==> src/rtl/cbus_arbiter.sv <==
// cbus_arbiter: arbitrates NUM_PORTS cbus masters onto one cbus, one whole transaction at a time.
// Build option CBUS_ARB_ROUND_ROBIN_EN selects round-robin; otherwise fixed priority with port 0 highest.
package cbus_pkg;
   typedef struct packed {
      logic        valid;
      logic        we;
      logic [31:0] addr;
      logic [7:0]  len;
      logic [63:0] data;
      logic [7:0]  strobe;
   } cbus_req_t;
   typedef struct packed {
      logic        ready;
      logic        last;
      logic [63:0] data;
   } cbus_resp_t;
endpackage

module cbus_arbiter
   import cbus_pkg::*;
#(
   parameter int NUM_PORTS = 2
) (
   input  logic       aclk,
   input  logic       areset,
   input  cbus_req_t  ireqs  [NUM_PORTS],
   output cbus_resp_t iresps [NUM_PORTS],
   output cbus_req_t  oreq,
   input  cbus_resp_t oresp
);
   localparam int SW = (NUM_PORTS > 1) ? $clog2(NUM_PORTS) : 1;
   typedef enum logic {IDLE, BUSY} state_t;
   state_t state, state_nxt;
   logic [SW-1:0] sel, sel_nxt, winner;
   logic any_valid, done;
   assign done = (state == BUSY) && oresp.ready && oresp.last;
`ifdef CBUS_ARB_ROUND_ROBIN_EN
   logic [SW-1:0] last_sel, idx;
   always_ff @(posedge aclk)
      if (!areset) last_sel <= SW'(NUM_PORTS - 1);
      else if (done) last_sel <= sel;
   // scan farthest-first so the nearest valid port after last_sel wins
   always_comb begin
      winner = '0;
      any_valid = 1'b0;
      idx = '0;
      for (int k = NUM_PORTS; k >= 1; k--) begin
         idx = SW'((int'(last_sel) + k) % NUM_PORTS);
         if (ireqs[idx].valid) begin
            winner = idx;
            any_valid = 1'b1;
         end
      end
   end
`else
   always_comb begin
      winner = '0;
      any_valid = 1'b0;
      for (int i = NUM_PORTS - 1; i >= 0; i--)
         if (ireqs[i].valid) begin
            winner = SW'(i);
            any_valid = 1'b1;
         end
   end
`endif
   always_ff @(posedge aclk)
      if (!areset) begin
         state <= IDLE;
         sel <= '0;
      end else begin
         state <= state_nxt;
         sel <= sel_nxt;
      end
   always_comb begin
      state_nxt = state;
      sel_nxt = sel;
      oreq = '0;
      for (int j = 0; j < NUM_PORTS; j++) iresps[j] = '0;
      if (state == IDLE) begin
         if (any_valid) begin
            state_nxt = BUSY;
            sel_nxt = winner;
         end
      end else begin
         oreq = ireqs[sel];
         iresps[sel] = oresp;
         if (done) state_nxt = IDLE;
      end
   end
endmodule

==> config.mk <==
export PLATFORM = sky130hd
export DESIGN_NAME = cbus_arbiter
export DESIGN_NICKNAME = d
export VERILOG_FILES = /design/src/rtl/cbus_arbiter.sv
export SDC_FILE = /design/constraint.sdc
export NUM_CORES = 1
export LEC_CHECK = 0
export CELL_PAD_IN_SITES_DETAIL_PLACEMENT = 0
export CELL_PAD_IN_SITES_GLOBAL_PLACEMENT = 1
export CORE_AREA = 2 2 211 213
export CTS_BUF_LIST = sky130_fd_sc_hd__clkbuf_16
export DETAILED_ROUTE_END_ITERATION = 8
export DIE_AREA = 0 0 213 215
export PLACE_DENSITY_LB_ADDON = 0.08
export SLEW_MARGIN = 0
export SYNTH_ARGS = -nofsm -noshare
export SYNTH_HDL_FRONTEND = slang
export SYNTH_SLANG_ARGS = --single-unit
==> constraint.sdc <==
create_clock -name aclk -period 1.5 [get_ports aclk]
set_clock_uncertainty 0.1 [all_clocks]
set_input_delay 0.225 -clock aclk [delete_from_list [all_inputs] [get_ports aclk]]
set_output_delay 0.225 -clock aclk [all_outputs]
set_load 0.005 [all_outputs]
==> key figures <==
Outcome
  – Status: complete, but fails checks
  – Failing checks: setup timing

Synthesis
  – Ys async rst share: 0%
  – Sequential element share of the synthesized area: 1.32%
  – Syn avg cell area: 7.32 sq um
  – Syn. warnings: 0
  – Post-Syn Area: 0.00304 sq mm
  – Cell taking the most area after synthesis: mux2i_1
  – Main area contributors after synthesis: mux2i_1 38%, nor2b_1 24%, and2_1 14%
  – Count leader, synth: nor2b_1
  – Synthesized netlist cell count: 415
  – Synth cell count leaders: 115 x nor2b_1, 114 x mux2i_1, 66 x and2_1, 66 x and3_1, 23 x clkbuf_1
  – Top FF cell, synth: dfxtp_1
  – Synth cell types: 15
  – #FFs+latches synth: 2
  – Syn nets: 711
  – Post-synth EDFFs: 0
  – Post-synth top area share: 37.6%

Pwr
  – Power after layout: 3.80 mW
  – Power Density: 350 mW/mm^2
  – VDD IR max: 0.176 mV
  – Leakage: 5.46 nW

Timing
  – Pins over their slew limit: 0
  – Hold Slack: 0.544 ns
  – Actual slew at the worst max-slew pin: 0.173 ns
  – Final worst-path cycle share: 134%
  – Setup-failing EPs final: 246
  – Max Freq: 0.497 GHz
  – RSZ-0062 raised after global routing: true
  – TNS Setup: -66.02 ns
  – Fin crit period: 2.01 ns
  – Post-layout worst setup margin: -0.510 ns
  – Final Hold Vio Count: 0
  – Relative slew slack: 88.1%

Route
  – DR WL met3: 2700 microns
  – Met1 WL: 11,300 microns
  – Initial drt markers: 114
  – Final ANT Viol Nets: 0
  – Vias after detailed routing: 5,565
  – Vias/cell: 3.35
  – Avg WL per Cell: 19.0 microns
  – Routed WL: 31,600 microns
  – DRT Pass-1 Iters: 4
  – DR top layer: met5
  – Residual DRC count: 0
  – Met2 WL: 17,300 microns

Worst setup path
  – Arrival time at the worst endpoint: 1.69 ns
  – Crit Path Class: reg2out
  – Crit path required time: 1.17 ns
  – Startpoint types: flip-flop
  – Critical path peak fanout: 6
  – CP endpoint kind: output port

Layout
  – Final nets: 1,364
  – Layout cell share with drive strength beyond 1: 40.8%
  – Post-route insts no fill: 1,660
  – Fill count: 4,850
  – Final instance area: 0.0109 sq mm
  – P&R area growth vs syn: 258%
  – Fin util: 24.9%

Placement
  – Port buffer count: 541
  – Post-DP HPWL: 23,500 microns
  – Placed cell area: 0.00942 sq mm
  – Pre-CTS setup slack: -0.478 ns
  – GP Congestion: 0.721
  – Dpl cells: 1,538

Floorplan
  – I/O Pins: 542
  – Row count: 77
  – DIE AREA: 0.0458 sq mm
  – Initial Util: 6.96%
  – Vert. Die Dim: 215 microns
  – Die X: 213 microns
  – Core Box Area: 0.0436 sq mm

CTS
  – Root Driver: clkbuf_16
  – CTS Hold Bufs: 0
  – Clk_lat worst skew: 0.22 ns
  – # clock sinks: 2
  – Clock Tree Buf Depth: 2
  – H-tree Lvls: 1
  – TritonCTS Buffers: 3
  – Clock Pin Slew Worst Setup and Hold Paths: 0.03 ns
  – CTS tree: built

GRT
  – Global-route usage over all layers: 11.7%
  – Initial antenna violation count: 3
  – Congestion Overflow GR: 0
  – Vias in the first global route: 5,442
  – Largest net degree at the start of global routing: 51
  – First-pass GRT wire length: 39,100 microns

Flow run
  – Max-Cap Viols: 0

Hold path
  – Worst Hold Class: in2reg
[where the power goes]
group	switching (mW)	total, mW	internal, mW
registers	0.0108	0.0681	0.0573
clock network	0.0576	0.396	0.339
logic	1.12	3.34	2.21
total	1.19	3.80	2.61
[routing by layer]
layer  up-vias  GRT usage, %
met3        10          3.92
li1       2712             -
met2       258          23.5
met5         -             0
met1      2583          11.5
met4         2          1.49
[critical path, cell delays in order (launching register included)]
cell and delay, ns:
dfxtp_4 0.38, clkbuf_16 0.17, buf_8 0.12, buf_16 0.12, buf_12 0.11, buf_8 0.12, buf_6 0.11, mux2i_1 0.10
nor2b_1 0.10, buf_2 0.12
[flip-flops by register name (all words and copies together), names as in the netlist]
signal and flops:
state 1, sel 1
[cell families (layout without fill, tap and decap cells)]
group,Yosys count,count (layout),synth area share (%)
AO/OA/AOI/OAI,2,2,0.700
multiplexers,114,114,37.6
flip-flops,2,2,1.32
AND/OR/NAND/NOR,249,249,51.3
buffers and inverters,48,699,9.11
other,0,2,0
[cells in the final DEF, fill, tap and decap left out, drive strengths merged]
master,netlist,final
and2,66,66
and2b,1,1
and3,66,66
buf,20,253
bufbuf,0,1
clkbuf,27,99
clkdlybuf4s15,0,2
clkdlybuf4s50,0,297
dfxtp,2,2
diode,0,2
dlygate4sd2,0,1
dlymetal6s2s,0,45
inv,1,1
mux2i,114,114
nand3,1,1
nor2b,115,115
o221a,1,1
o311a,1,1
[path summary, 6_finish.rpt]
kind,from,to,slack [ns],cells after the start
max,sel,oreq[68],-0.51,9
min,areset,state,0.54,2
max reg2reg,state,state,0.05,6
min reg2reg,state,state,0.76,2
[layout make-up]
class                      instances  area (sq um)  share of cell area [%]
inverter                           1          3.75                  0.0346
tap                              592           741                    6.82
multi-input combinational        365          2990                    27.6
antenna                            2          5.00                  0.0461
sequential                         2          47.5                   0.438
clock buffer                       3          75.1                   0.691
timing repair buffer             695          6990                    64.4
[timing repair]
item / CTS / global route
endpoints found under the hold margin: 0 / 0
buffers inserted: 26 / 77
endpoints found under the setup margin: 246 / 246
gates cloned: 7 / 17
resized for setup: 313 / 566
pin swaps: 0 / 43
No activity file was read; power rests on OpenSTA's default activity.
